--- config.mk ---
export PLATFORM = sky130hd
export DESIGN_NAME = dff_mem_ctrl
export DESIGN_NICKNAME = d
export VERILOG_FILES = /design/src/rtl/dff_mem_ctrl.sv
export SDC_FILE = /design/constraint.sdc
export NUM_CORES = 1
export LEC_CHECK = 0
export BUFFER_PORTS_ARGS = -buffer_cell sky130_fd_sc_hd__buf_2
export CORE_MARGIN = 2
export CORE_UTILIZATION = 35
export CTS_CLUSTER_SIZE = 16
export DETAILED_ROUTE_END_ITERATION = 10
export PLACE_DENSITY = 0.62
export RECOVER_POWER = 100
export SKIP_LAST_GASP = 1
export SLEW_MARGIN = 10
export SYNTH_ARGS = -nofsm -noshare
export SYNTH_HDL_FRONTEND = slang
export SYNTH_SLANG_ARGS = --single-unit
--- constraint.sdc ---
create_clock -name clk -period 4.2 [get_ports clk]
set_clock_uncertainty 0.15 [all_clocks]
set_input_delay 1.05 -clock clk [delete_from_list [all_inputs] [get_ports clk]]
set_output_delay 1.05 -clock clk [all_outputs]
set_load 0.01 [all_outputs]
--- src/rtl/dff_mem_ctrl.sv ---
`default_nettype none
// +--------------------------------------------------------------------------+
// | dff_mem_ctrl : flip-flop RAM with MAR, auto-increment, registered reads  |
// |                and post-reset clear; parity option DFF_MEM_PARITY_EN     |
// | Revision     : 1.0                                                       |
// +--------------------------------------------------------------------------+
module dff_mem_ctrl #(
  parameter int DATA_W   = 8,
  parameter int DEPTH    = 16,
  parameter int ADDR_W   = 4,
  parameter int AUTO_INC = 0
) (
  input  logic              clk,
  input  logic              rst,
  input  logic [ADDR_W-1:0] mar_in,
  input  logic              lm_n,
  input  logic              lr_n,
  input  logic              ce_n,
  input  logic [DATA_W-1:0] data_in,
`ifdef DFF_MEM_PARITY_EN
  input  logic              force_par_n,
`endif
  output logic [DATA_W-1:0] data_out,
  output logic              data_valid,
  output logic              busy,
  output logic              parity_err
);

`ifdef DFF_MEM_PARITY_EN
  localparam int C_WORD_W = DATA_W + 1;
`else
  localparam int C_WORD_W = DATA_W;
`endif
  localparam logic [ADDR_W-1:0] C_LAST = ADDR_W'(DEPTH - 1);

  typedef enum logic [0:0] {ST_CLEAR, ST_IDLE} state_t;

  state_t              state_q, state_d;
  logic [ADDR_W-1:0]   mar_q, mar_d;
  logic [ADDR_W-1:0]   clr_cnt_q, clr_cnt_d;
  logic [DATA_W-1:0]   data_out_q, data_out_d;
  logic                data_valid_q, data_valid_d;
  logic                parity_err_q, parity_err_d;
  logic [C_WORD_W-1:0] mem_q [DEPTH];
  logic [C_WORD_W-1:0] mem_d [DEPTH];

  logic [ADDR_W-1:0]   w_ea;
  logic [C_WORD_W-1:0] w_rd_word;
  logic [C_WORD_W-1:0] w_wr_word;

  // Out-of-range addresses match no word, so reads yield zero and writes drop
  always_comb begin
    w_ea      = (!lm_n) ? mar_in : mar_q;
    w_rd_word = '0;
    for (int i = 0; i < DEPTH; i++) begin
      if (w_ea == ADDR_W'(i)) w_rd_word = mem_q[i];
    end
`ifdef DFF_MEM_PARITY_EN
    w_wr_word = {(^data_in) ^ ~force_par_n, data_in};
`else
    w_wr_word = data_in;
`endif
  end

  always_comb begin
    state_d      = state_q;
    clr_cnt_d    = clr_cnt_q;
    mar_d        = mar_q;
    data_out_d   = data_out_q;
    data_valid_d = 1'b0;
    parity_err_d = 1'b0;
    mem_d        = mem_q;
    case (state_q)
      ST_CLEAR: begin
        for (int i = 0; i < DEPTH; i++) begin
          if (clr_cnt_q == ADDR_W'(i)) mem_d[i] = '0;
        end
        clr_cnt_d = clr_cnt_q + ADDR_W'(1);
        if (clr_cnt_q == C_LAST) state_d = ST_IDLE;
      end
      ST_IDLE: begin
        if (!lr_n) begin
          for (int i = 0; i < DEPTH; i++) begin
            if (w_ea == ADDR_W'(i)) mem_d[i] = w_wr_word;
          end
        end else if (!ce_n) begin
          data_valid_d = 1'b1;
          data_out_d   = w_rd_word[DATA_W-1:0];
`ifdef DFF_MEM_PARITY_EN
          parity_err_d = w_rd_word[DATA_W] ^ (^w_rd_word[DATA_W-1:0]);
`endif
        end
        // ea >= DEPTH-1 covers both the last word and any out-of-range address
        if (!lr_n || !ce_n) begin
          if (AUTO_INC != 0) mar_d = (w_ea >= C_LAST) ? '0 : w_ea + ADDR_W'(1);
          else               mar_d = w_ea;
        end else if (!lm_n) begin
          mar_d = mar_in;
        end
      end
      default: state_d = ST_CLEAR;
    endcase
  end

  always_ff @(posedge clk) begin
    if (rst) begin
      state_q      <= ST_CLEAR;
      clr_cnt_q    <= '0;
      mar_q        <= '0;
      data_out_q   <= '0;
      data_valid_q <= 1'b0;
      parity_err_q <= 1'b0;
    end else begin
      state_q      <= state_d;
      clr_cnt_q    <= clr_cnt_d;
      mar_q        <= mar_d;
      data_out_q   <= data_out_d;
      data_valid_q <= data_valid_d;
      parity_err_q <= parity_err_d;
    end
  end

  always_ff @(posedge clk) begin
    mem_q <= mem_d;
  end

  assign data_out   = data_out_q;
  assign data_valid = data_valid_q;
  assign parity_err = parity_err_q;
  assign busy       = (state_q == ST_CLEAR);

endmodule
`default_nettype wire

Word level (Yosys, flattened, before mapping)
Index checks and enable logic that the tools add are counted.
Widths: inputs -> output; s select.
- output and inout bits: 11
- input bits: 17
- word-level logic and storage cells: 162
- register bits after elaboration: 146
- multiplexer cells: 54
- bitwise gates (word level): 3
- add/sub/neg operators: 1
- reductions and logical operators: 20
- equal/unequal tests: 63
- operators with widths (kind ; count):
    $mux 8 ; 48
    $pmux 128 s2 ; 1
    $mux 128 ; 1
    $eq 4x4->1 const B ; 16
    $ne 2x1->1 const B ; 32
    $reduce_and 3->1 ; 17
    $eq 4x3->1 const B ; 8
    $eq 4x2->1 const B ; 4
    $eq 4x1->1 const B ; 2
    $logic_not 4->1 ; 2
    $add 4x1->4 const B ; 1
    $mux 4 ; 1
    $mux 1 ; 3
    $not 1->1 ; 3
    $reduce_or 3->1 ; 1
    $ne 2x2->1 const B ; 1

Logic depth before layout (Yosys ltp)
Gate-level depths: netlist of run 1.
- depth after elaboration: 18
- gate-level depth with buffers: 9
- depth with buffers taken out: 6

Least setup slack after synthesis of run 1
No wires, ideal clock.
- path type: input port to flip-flop
- from: input port lm_n
- to: register mem_q[10] in the netlist's numbering, enable pin
- required time: 3.662 ns
- path slack: 0.892 ns
- arrival time: 2.771 ns
- setup time: 0.388 ns
- path buffers: 3
- cell stages on the path: 6
- cells stage by stage: buf_6 > buf_2 > o21ai_2 > clkbuf_1 > nand2_1 > o32ai_1
- longest elaborated chain between the ends: 4
- RTL lines (item ; RTL line ; text):
    start, declared ; 16 ; input logic lm_n,
    $mux 4 ; n/a ;
    $eq 4x4->1 ; 84 ; if (w_ea == ADDR_W'(i)) mem_d[i] = w_wr_word;
    $ne 2x1->1 (no line) ; n/a ;
    $reduce_and 3->1 (no line) ; n/a ;
    end signal, assigned ; 124 ; mem_q <= mem_d;
    end, declared ; 44 ; logic [C_WORD_W-1:0] mem_q [DEPTH];
Every way passes these cells.
A chain may end at the register's enable or synchronous reset.

Final worst setup path of run 1
- from: input port lm_n
- to: register mem_q[28] in the netlist's numbering, enable pin
Same word-level chain as after synthesis.

==> results.sh, run 1 <==
export IMPL_hold_viol=0
export IMPL_grt_ovfl_total=0
export IMPL_syn_area_per_cell_sq_um=12.5
export IMPL_rsz0062_at_grt="no"
export IMPL_antenna_found_initial=0
export IMPL_period_minus_slack_ps=3900
export IMPL_synth_seq_area_share=0.620
export IMPL_synth_top_cell_area_share=0.567
export IMPL_crit_slowest_cell="or2_0"
export IMPL_synth_edff_count=128
export IMPL_power_frac_comb=0.064
export IMPL_ys_ff_latch=146
export IMPL_cp_slowest_stage_delay_ps=880
export IMPL_cts_htree_levels=4
export IMPL_cts_root_buffer="clkbuf_16"
export IMPL_wl_per_cell_microns=23.1
export IMPL_reg2reg_setup_slack_ps=750
export IMPL_gp_congestion=0.851
export IMPL_final_cell_mix="128 x edfxtp_1, 36 x nor2_1, 33 x o21ai_0"
export IMPL_cp_arrival_ps=3800
export IMPL_cts_buffers=17
export IMPL_finalCritPeriodShare=0.928
export IMPL_post_dp_cell_area_sq_um=7170
export IMPL_fin_setup_tns_ps=0
export IMPL_grt_pass1_wl_microns=28900
export IMPL_max_freq_mhz=257
export IMPL_cts_reportedPaths_clkPinSlew_ps=70
export IMPL_multi_input_area_sq_um=2300
export IMPL_hold_buffers=0
export IMPL_clk_latency_ps=430
export IMPL_pwr_share_clk=0.461
export IMPL_fin_area_sq_um=7690
export IMPL_p_sw_frac=0.225
export IMPL_drc_errors=0
export IMPL_synth_fp_nets=563
export IMPL_die_area_sq_um=20500
export IMPL_dp_hpwl_microns=13100
export IMPL_pre_cts_ws_ps=550
export IMPL_grt_use_total=0.196
export IMPL_setup_viol_count_final=0
export IMPL_clock_path_buffers=2
export IMPL_power_per_cell_area_nw_per_um2=439
export IMPL_synth_area_leaders="edfxtp_1 57%, dfxtp_1 5.3%, o21ai_0 2.4%"
export IMPL_timing_final_ws_setup_ps=302
export IMPL_fillers=1781
export IMPL_post_cts_resized=0
export IMPL_drive_gt1_frac=0.122
export IMPL_synth_largest_area_cell="edfxtp_1"
export IMPL_pin_count=28
export IMPL_chipHeight_microns=143
export IMPL_vias_per_cell=5.90
export IMPL_core_area_sq_um=18800
export IMPL_wl_met2_microns=8720
export IMPL_grt_max_degree=26
export IMPL_rows=50
export IMPL_routed_wl_met3_microns=2190
export IMPL_crit_required_ps=4110
export IMPL_syn_inst=542
export IMPL_synth_cell_types=75
export IMPL_clock_sinks=146
export IMPL_drt_first_pass_iters=7
export IMPL_totalWireLength_microns=19500
export IMPL_first_global_vias=4773
export IMPL_place_inst=809
export IMPL_io_buffers=26
export IMPL_async_flop_share=0
export IMPL_antenna_cells=0
export IMPL_end_kind="register"
export IMPL_p_leak_nw=2.51
export IMPL_total_power_mw=3.37
export IMPL_topRoutingLayerUsed="met4"
export IMPL_synth_warnings=0
export IMPL_synth_ff_type="edfxtp_1"
export IMPL_p_int_mw=2.62
export IMPL_peakVddDrop_uv=322
export IMPL_cts_tree="built"
export IMPL_crit_fanout=18
export IMPL_vias=4966
export IMPL_ant_nets=0
export IMPL_syn_area_sq_um=6780
export IMPL_regArea_sq_um=4200
export IMPL_worstMarginPinSlew_ps=1520
export IMPL_maxSlewHeadroom=-0.0208
export IMPL_hold_class="register to register"
export IMPL_violations="max-capacitance violations, max-slew violations"
export IMPL_status="finished, violations left"
export IMPL_slew_viol_final=9
export IMPL_drtIter0Drc=771
export IMPL_wl_met1_microns=8100
export IMPL_instances_no_fill=841
export IMPL_setup_worst_path_class="input port to register"
export IMPL_post_cts_buffers=0
export IMPL_die_width_microns=143
export IMPL_syn_to_final_growth_pct=13.5
export IMPL_critPathLaunchType="input port"
export IMPL_layout_nets=589
export IMPL_maxCapViolations=1
export IMPL_crit_path_cell_trace="buf_2, buf_4, nor3b_1, or2_0, nand2b_1, o22ai_1, clkbuf_1"
export IMPL_initial_utilization=0.360
export IMPL_final_common_cell="edfxtp_1"
export IMPL_p_sw_uw=758
export IMPL_seqPwrFrac=0.475
[power groups by stage]
stage	sequential, mW	clock (mW)	combinational (mW)
after global placement	1.63	0	0.207
after detailed placement	1.63	0	0.213
after CTS	1.60	1.57	0.214
final	1.60	1.56	0.215
after floorplan	1.63	0	0.149
after global routing	1.60	1.62	0.231
[kinds of logic (layout without fill, tap and decap cells)]
group / after synthesis / in the layout / synth area share
and+or+nand+nor: 139 / 139 / 0.104
DFF: 146 / 146 / 0.620
xor gates and xnor gates: 5 / 5 / 0.00646
AOI/OAI and AO/OA: 183 / 183 / 0.191
adders and majority gates: 4 / 4 / 0.00739
muxes: 15 / 15 / 0.0327
other: 1 / 1 / 0.000553
buffers and inverters: 49 / 88 / 0.0377
[worst paths after layout]
check                                              start                        to  cells past startpoint
worst max-delay path                                lm_n   mem_q[28]$_SDFFCE_PN0P_                      7
worst min register to register  data_out[2]$_SDFFE_PP0P_  data_out[2]$_SDFFE_PP0P_                      2
worst min-delay path            data_out[2]$_SDFFE_PP0P_  data_out[2]$_SDFFE_PP0P_                      2
worst max register to register        state_q$_SDFF_PP0_  data_out[5]$_SDFFE_PP0P_                      7
[cells in the mapped netlist, types with 9 or more instances]
library cell,number
clkbuf_1,12
o211ai_1,14
inv_1,9
a211oi_1,11
edfxtp_1,128
nand2b_1,21
nor2_1,36
buf_2,12
o21ai_0,32
a21oi_1,29
a22oi_1,15
o22ai_1,22
nand2_1,28
dfxtp_1,18
nor3_1,12
[state kept, by name, indices dropped and copies added (netlist names)]
signal      cells
clr_cnt_q       4
data_out        8
data_valid      1
mar_q           4
mem_q         128
state_q         1
[metal layers]
layer  up-vias  global-route usage
met3        41              0.0641
met4         0              0.0657
met1      2422               0.270
li1       2165                   -
met2       338               0.290
met5         -                   0
[cell type report]
type                            instances  share of cell area
Sequential cell                       146               0.547
Multi-Input combinational cell        347               0.299
Clock buffer                           21              0.0586
Tap cell                              260              0.0423
Timing Repair Buffer                   45              0.0273
Clock inverter                         11              0.0200
Inverter                               11             0.00569
[stage by stage]
stage	util	hold WS [ps]
final	0.408	407
after global routing	0.408	432
after CTS	0.413	403
after detailed placement	0.381	389
after global placement	0.380	385
after floorplan	-	389
[worst max-delay path: cells and delay by family]
kind	cells	cell delay, ps
buffers and inverters	3	1130
and+or+nand+nor	3	1380
AOI/OAI and AO/OA	1	220
No activity file was read; power rests on OpenSTA's default activity.
==> run 2: changes to the inputs <==
BUFFER_PORTS_ARGS = unset   (was -buffer_cell sky130_fd_sc_hd__buf_2)
CORE_MARGIN = unset   (was 2)
DONT_BUFFER_PORTS = 1   (was unset)
PLACE_DENSITY = 0.61   (was 0.62)
==> run 2 against run 1 <==
Effect of this change: the flow now finishes without violations; core utilization is 1.2 points lower; register-to-register slack got worse by 30 ps; worst hold slack improved by 16 ps; clock power shrank 16%; worst setup slack improved by 420 ps; total power down 8.1%; clock-buffer cell count stayed put; sequential power barely moved; cell count down 3.7%; first-iteration DRC count fell by 13%; critical endpoint is now mem_q[4]$_SDFFCE_PN0P_; largest cell class unchanged; largest power group unchanged.
==> results.sh, run 2 (synthesis gave the netlist of run 1 again) <==
export IMPL_peakVddDrop_uv=270
export IMPL_drtIter0Drc=667
export IMPL_cts_root_buffer="clkbuf_16"
export IMPL_power_per_cell_area_nw_per_um2=416
export IMPL_maxSlewHeadroom=0.157
export IMPL_hold_buffers=0
export IMPL_antenna_cells=0
export IMPL_seqPwrFrac=0.517
export IMPL_max_freq_mhz=288
export IMPL_pin_count=28
export IMPL_final_cell_mix="128 x edfxtp_1, 36 x nor2_1, 33 x o21ai_0"
export IMPL_grt_busiest_layer="met2"
export IMPL_die_width_microns=141
export IMPL_cts_htree_levels=4
export IMPL_vias=4768
export IMPL_gr_usage_met3=0.0506
export IMPL_gr_usage_met2=0.282
export IMPL_die_area_sq_um=19900
export IMPL_fin_setup_tns_ps=0
export IMPL_post_cts_resized=0
export IMPL_drc_errors=0
export IMPL_hold_class="register to register"
export IMPL_end_kind="register"
export IMPL_power_frac_comb=0.060
export IMPL_drt_first_pass_iters=7
export IMPL_chipHeight_microns=141
export IMPL_slew_viol_final=0
export IMPL_crit_required_ps=4100
export IMPL_cp_slowest_stage_delay_ps=870
export IMPL_pwr_share_clk=0.423
export IMPL_clock_sinks=146
export IMPL_fillers=1760
export IMPL_rsz0062_at_grt="no"
export IMPL_layout_nets=559
export IMPL_crit_fanout=22
export IMPL_p_sw_frac=0.226
export IMPL_core_area_sq_um=18800
export IMPL_critical_path_top_delay_family="simple AND/OR/NAND/NOR gates"
export IMPL_initial_utilization=0.360
export IMPL_syn_to_final_growth_pct=10.0
export IMPL_dp_hpwl_microns=12500
export IMPL_instances_no_fill=810
export IMPL_status="complete, no violations"
export IMPL_crit_path_cell_trace="and3_1, or2_0, nand2b_1, o22ai_1"
export IMPL_p_sw_uw=701
export IMPL_grt_ovfl_total=0
export IMPL_hold_end="clr_cnt_q[1]$_SDFFE_PP0N_"
export IMPL_antenna_found_initial=1
export IMPL_first_global_vias=4518
export IMPL_grt_max_degree=52
export IMPL_cts_tree="built"
export IMPL_period_minus_slack_ps=3480
export IMPL_p_int_mw=2.40
export IMPL_cts_buffers=17
export IMPL_final_common_cell="edfxtp_1"
export IMPL_cts_reportedPaths_clkPinSlew_ps=60
export IMPL_vias_per_cell=5.89
export IMPL_clk_latency_ps=430
export IMPL_drive_gt1_frac=0.0927
export IMPL_grt_use_total=0.193
export IMPL_crit_slowest_cell="o22ai_1"
export IMPL_post_cts_buffers=0
export IMPL_regArea_sq_um=4200
export IMPL_r2r_end="mem_q[4]$_SDFFCE_PN0P_"
export IMPL_ant_nets=0
export IMPL_reg2reg_setup_slack_ps=720
export IMPL_largest_register="mem_q"
export IMPL_maxCapViolations=0
export IMPL_holdCritStartpoint="clr_cnt_q[1]$_SDFFE_PP0N_"
export IMPL_totalWireLength_microns=18400
export IMPL_multi_input_area_sq_um=2310
export IMPL_place_inst=779
export IMPL_p_leak_nw=2.37
export IMPL_setup_viol_count_final=0
export IMPL_critPathBufInv=0
export IMPL_cp_arrival_ps=3370
export IMPL_critPathLaunchType="register"
export IMPL_grt_pass1_wl_microns=27700
export IMPL_worstMarginPinSlew_ps=1260
export IMPL_setup_worst_path_class="register to register"
export IMPL_ff2ff_path_depth=4
export IMPL_io_buffers=0
export IMPL_met1_usage=0.270
export IMPL_wl_per_cell_microns=22.7
export IMPL_finalCritPeriodShare=0.827
export IMPL_largest_reg_flops=128
export IMPL_r2r_start="mar_q[0]$_SDFFE_PP0P_"
export IMPL_gp_congestion=0.868
export IMPL_whs_path_depth=2
export IMPL_clock_path_buffers=2
export IMPL_hold_viol=0
export IMPL_rows=50
run 2: layer usage:
layer | routed length (microns) | up-vias | share of wire
met4 | 450 | 2 | 0.024
met5 | 12 | - | 0.00065
met3 | 1650 | 40 | 0.090
met2 | 8100 | 263 | 0.44
li1 | - | 2103 | -
met1 | 8210 | 2360 | 0.45
run 2: worst reg2reg max path, delay by kind of cell (launching register included):
kind,cells,cell delay (ps)
AOI/OAI and AO/OA,1,870
DFF,1,820
and+or+nand+nor,3,1250
run 2: through the flow:
stage	power (mW)	hold slack, ps	worst slack, ps	util	instance area, sq um
finish	3.10	423	725	0.396	7460
global placement	1.82	398	829	0.372	7000
global route	3.18	467	534	0.396	7460
floorplan	1.78	389	892	-	6780
detailed placement	1.82	423	807	0.372	7000
CTS	3.11	426	1000	0.399	7510
run 2: power by group through the flow:
| stage | clock network (mW) | logic [mW] | registers, mW |
|---|---|---|---|
| 3_5_place_dp | 0 | 0.185 | 1.63 |
| 6_report | 1.31 | 0.185 | 1.60 |
| 3_3_place_gp | 0 | 0.183 | 1.63 |
| 4_1_cts | 1.32 | 0.186 | 1.60 |
| 2_1_floorplan | 0 | 0.149 | 1.63 |
| 5_1_grt | 1.38 | 0.198 | 1.61 |
run 2: area by class of cell:
class,count,area share
well taps,260,0.0436
repair buffers,15,0.00957
inverters,11,0.00587
clock inverters,10,0.00856
multi-input cells,347,0.309
flip-flops and latches,146,0.564
clock buffers,21,0.0591
run 2: worst max-delay path by stage:
stage                                     start                 endpoint  slack, ps  depth (start not counted)
after floorplan                            lm_n  mem_q[10]$_SDFFCE_PN0P_        890                          6
after global placement                     lm_n  mem_q[65]$_SDFFCE_PN0P_        830                          4
after detailed placement                   lm_n   mem_q[7]$_SDFFCE_PN0P_        810                          4
after CTS                 mar_q[0]$_SDFFE_PP0P_   mem_q[6]$_SDFFCE_PN0P_       1000                          4
after global routing      mar_q[0]$_SDFFE_PP0P_   mem_q[6]$_SDFFCE_PN0P_        530                          4
final                     mar_q[0]$_SDFFE_PP0P_   mem_q[4]$_SDFFCE_PN0P_        720                          4
==> run 3: changes to the inputs <==
ABC_AREA = 1   (was unset)
PLACE_DENSITY = 0.63   (was 0.61)
clock period = 2.9 ns   (was 4.2 ns; I/O delays follow)
==> run 3 against run 2 <==
Effect of this change: sequential share of layout area rose by 2.2 points; combinational power rose by 44%; total power rose by 58%.
==> results.sh, run 3 <==
export IMPL_synth_area_leaders="edfxtp_1 61%, nand2_1 8.8%, dfxtp_1 5.8%"
export IMPL_synth_seq_area_share=0.671
export IMPL_cp_slowest_stage_delay_ps=690
export IMPL_syn_area_sq_um=6260
export IMPL_synthTopCellsByCount="147 x nand2_1, 128 x edfxtp_1, 58 x inv_1, 58 x nor2_1, 45 x a21oi_1"
export IMPL_finalCritPeriodShare=0.882
export IMPL_drtIter0Drc=384
export IMPL_synth_largest_area_cell="edfxtp_1"
export IMPL_drive_gt1_frac=0.123
export IMPL_syn_to_final_growth_pct=14.6
export IMPL_syn_inst=580
export IMPL_ant_nets=0
export IMPL_slew_viol_final=0
export IMPL_cts_buffers=17
export IMPL_place_inst=809
export IMPL_clock_path_buffers=2
export IMPL_drc_errors=0
export IMPL_muxShareOfSynthArea=0
export IMPL_gp_congestion=0.862
export IMPL_fillers=1608
export IMPL_cp_arrival_ps=2530
export IMPL_hold_viol=0
export IMPL_period_minus_slack_ps=2560
export IMPL_grt_use_total=0.165
export IMPL_synth_top_family_by_area="simple AND/OR/NAND/NOR gates"
export IMPL_setup_worst_path_class="register to register"
export IMPL_post_cts_buffers=0
export IMPL_instances_no_fill=841
export IMPL_rsz0062_at_grt="no"
export IMPL_vias=4234
export IMPL_crit_path_cell_trace="clkbuf_1, nor2_1, nand2_1, a21oi_1, clkbuf_1"
export IMPL_grt_max_degree=29
export IMPL_largest_reg_flops=128
export IMPL_die_area_sq_um=18400
export IMPL_peakVddDrop_uv=337
export IMPL_grt_pass1_wl_microns=22100
export IMPL_ff2ff_path_depth=5
export IMPL_syn_area_per_cell_sq_um=10.8
export IMPL_core_area_sq_um=17400
export IMPL_fin_area_sq_um=7180
export IMPL_cts_root_buffer="clkbuf_16"
export IMPL_hold_buffers=0
export IMPL_synth_compound_area_frac=0.0481
export IMPL_crit_required_ps=2870
export IMPL_chipHeight_microns=136
export IMPL_clock_sinks=146
export IMPL_io_buffers=0
export IMPL_setup_viol_count_final=0
export IMPL_yosysMostFrequentCell="nand2_1"
export IMPL_synth_cell_types=29
export IMPL_synth_top_cell_area_share=0.614
export IMPL_ys_ff_latch=146
export IMPL_vias_per_cell=5.03
export IMPL_synth_edff_count=128
export IMPL_wl_per_cell_microns=16.8
export IMPL_post_cts_resized=0
export IMPL_pin_count=28
export IMPL_timing_final_ws_setup_ps=341
export IMPL_pre_cts_ws_ps=225
export IMPL_synth_fa_ha_area_frac=0.00799
export IMPL_fin_setup_tns_ps=0
export IMPL_critPathLaunchType="register"
export IMPL_worstMarginPinSlew_ps=1160
export IMPL_final_common_cell="nand2_1"
export IMPL_grt_ovfl_total=0
export IMPL_p_leak_nw=2.65
export IMPL_antenna_cells=0
export IMPL_total_power_mw=4.90
export IMPL_async_flop_share=0
export IMPL_post_dp_cell_area_sq_um=6590
export IMPL_synth_warnings=0
export IMPL_antenna_found_initial=0
export IMPL_status="complete, no violations"
export IMPL_cts_tree="built"
export IMPL_max_freq_mhz=391
export IMPL_die_width_microns=136
export IMPL_hold_class="input port to register"
export IMPL_yosys_area_share_simple=0.215
export IMPL_crit_slowest_cell="clkbuf_1"
export IMPL_whs_path_depth=1
export IMPL_cts_htree_levels=4
export IMPL_initial_utilization=0.360
export IMPL_rows=48
export IMPL_synth_fp_nets=601
export IMPL_synth_ff_type="edfxtp_1"
export IMPL_end_kind="register"
export IMPL_dp_hpwl_microns=9730
export IMPL_synth_xor_area_share=0
export IMPL_crit_top_cell="clkbuf_1"
export IMPL_maxCapViolations=0
export IMPL_layout_nets=624
export IMPL_first_global_vias=4214
export IMPL_crit_fanout=20
export IMPL_totalWireLength_microns=14100
export IMPL_cts_reportedPaths_clkPinSlew_ps=60
export IMPL_drt_first_pass_iters=5
export IMPL_clk_latency_ps=430
export IMPL_final_cell_mix="147 x nand2_1, 128 x edfxtp_1, 59 x nor2_1"
export IMPL_maxSlewHeadroom=0.215
export IMPL_power_per_cell_area_nw_per_um2=683
export IMPL_largest_register="mem_q"
## run 3: worst paths after layout
path,from,end,slack [ps]
worst max-delay path,state_q$_SDFF_PP0_,mem_q[47]$_SDFFCE_PN0P_,340
worst min register to register,data_out[7]$_SDFFE_PP0P_,data_out[7]$_SDFFE_PP0P_,360
worst min-delay path,rst,data_out[5]$_SDFFE_PP0P_,200
worst max register to register,state_q$_SDFF_PP0_,mem_q[47]$_SDFFCE_PN0P_,340
## run 3: cell families after synthesis
kind of cell               after synthesis
AOI/OAI and AO/OA                       58
adders and majority gates                4
DFF                                    146
and+or+nand+nor                        289
other                                    1
buffers and inverters                   82
## run 3: metal layers
layer / GRT usage / share of wire
met1: 0.200 / 0.42
met2: 0.275 / 0.50
met3: 0.0412 / 0.063
met4: 0.0743 / 0.017
met5: 0 / 0
## run 3: where the power goes
group          internal [mW]  switching (mW)
logic                 0.0771           0.190
registers               2.30          0.0170
clock network           1.46           0.852
## run 3: cell type report
| class | instances | area (sq um) | share of cell area |
|---|---|---|---|
| Sequential cell | 146 | 4200 | 0.586 |
| Multi-Input combinational cell | 352 | 1700 | 0.236 |
| Tap cell | 225 | 282 | 0.0392 |
| Clock buffer | 19 | 443 | 0.0617 |
| Timing Repair Buffer | 19 | 109 | 0.0152 |
| Inverter | 67 | 259 | 0.0361 |
| Clock inverter | 13 | 185 | 0.0258 |
## run 3: critical path: cells and delay by family (launching register included)
| family | cells | cell delay (ps) |
|---|---|---|
| buffers and inverters | 2 | 960 |
| DFF | 1 | 670 |
| and+or+nand+nor | 2 | 400 |
| AOI/OAI and AO/OA | 1 | 70 |
## run 3: metrics by stage
step                hold slack [ps]   util
floorplan                       319      -
global placement                343  0.378
detailed placement              340  0.378
CTS                             195  0.414
global route                    192  0.412
finish                          205  0.412
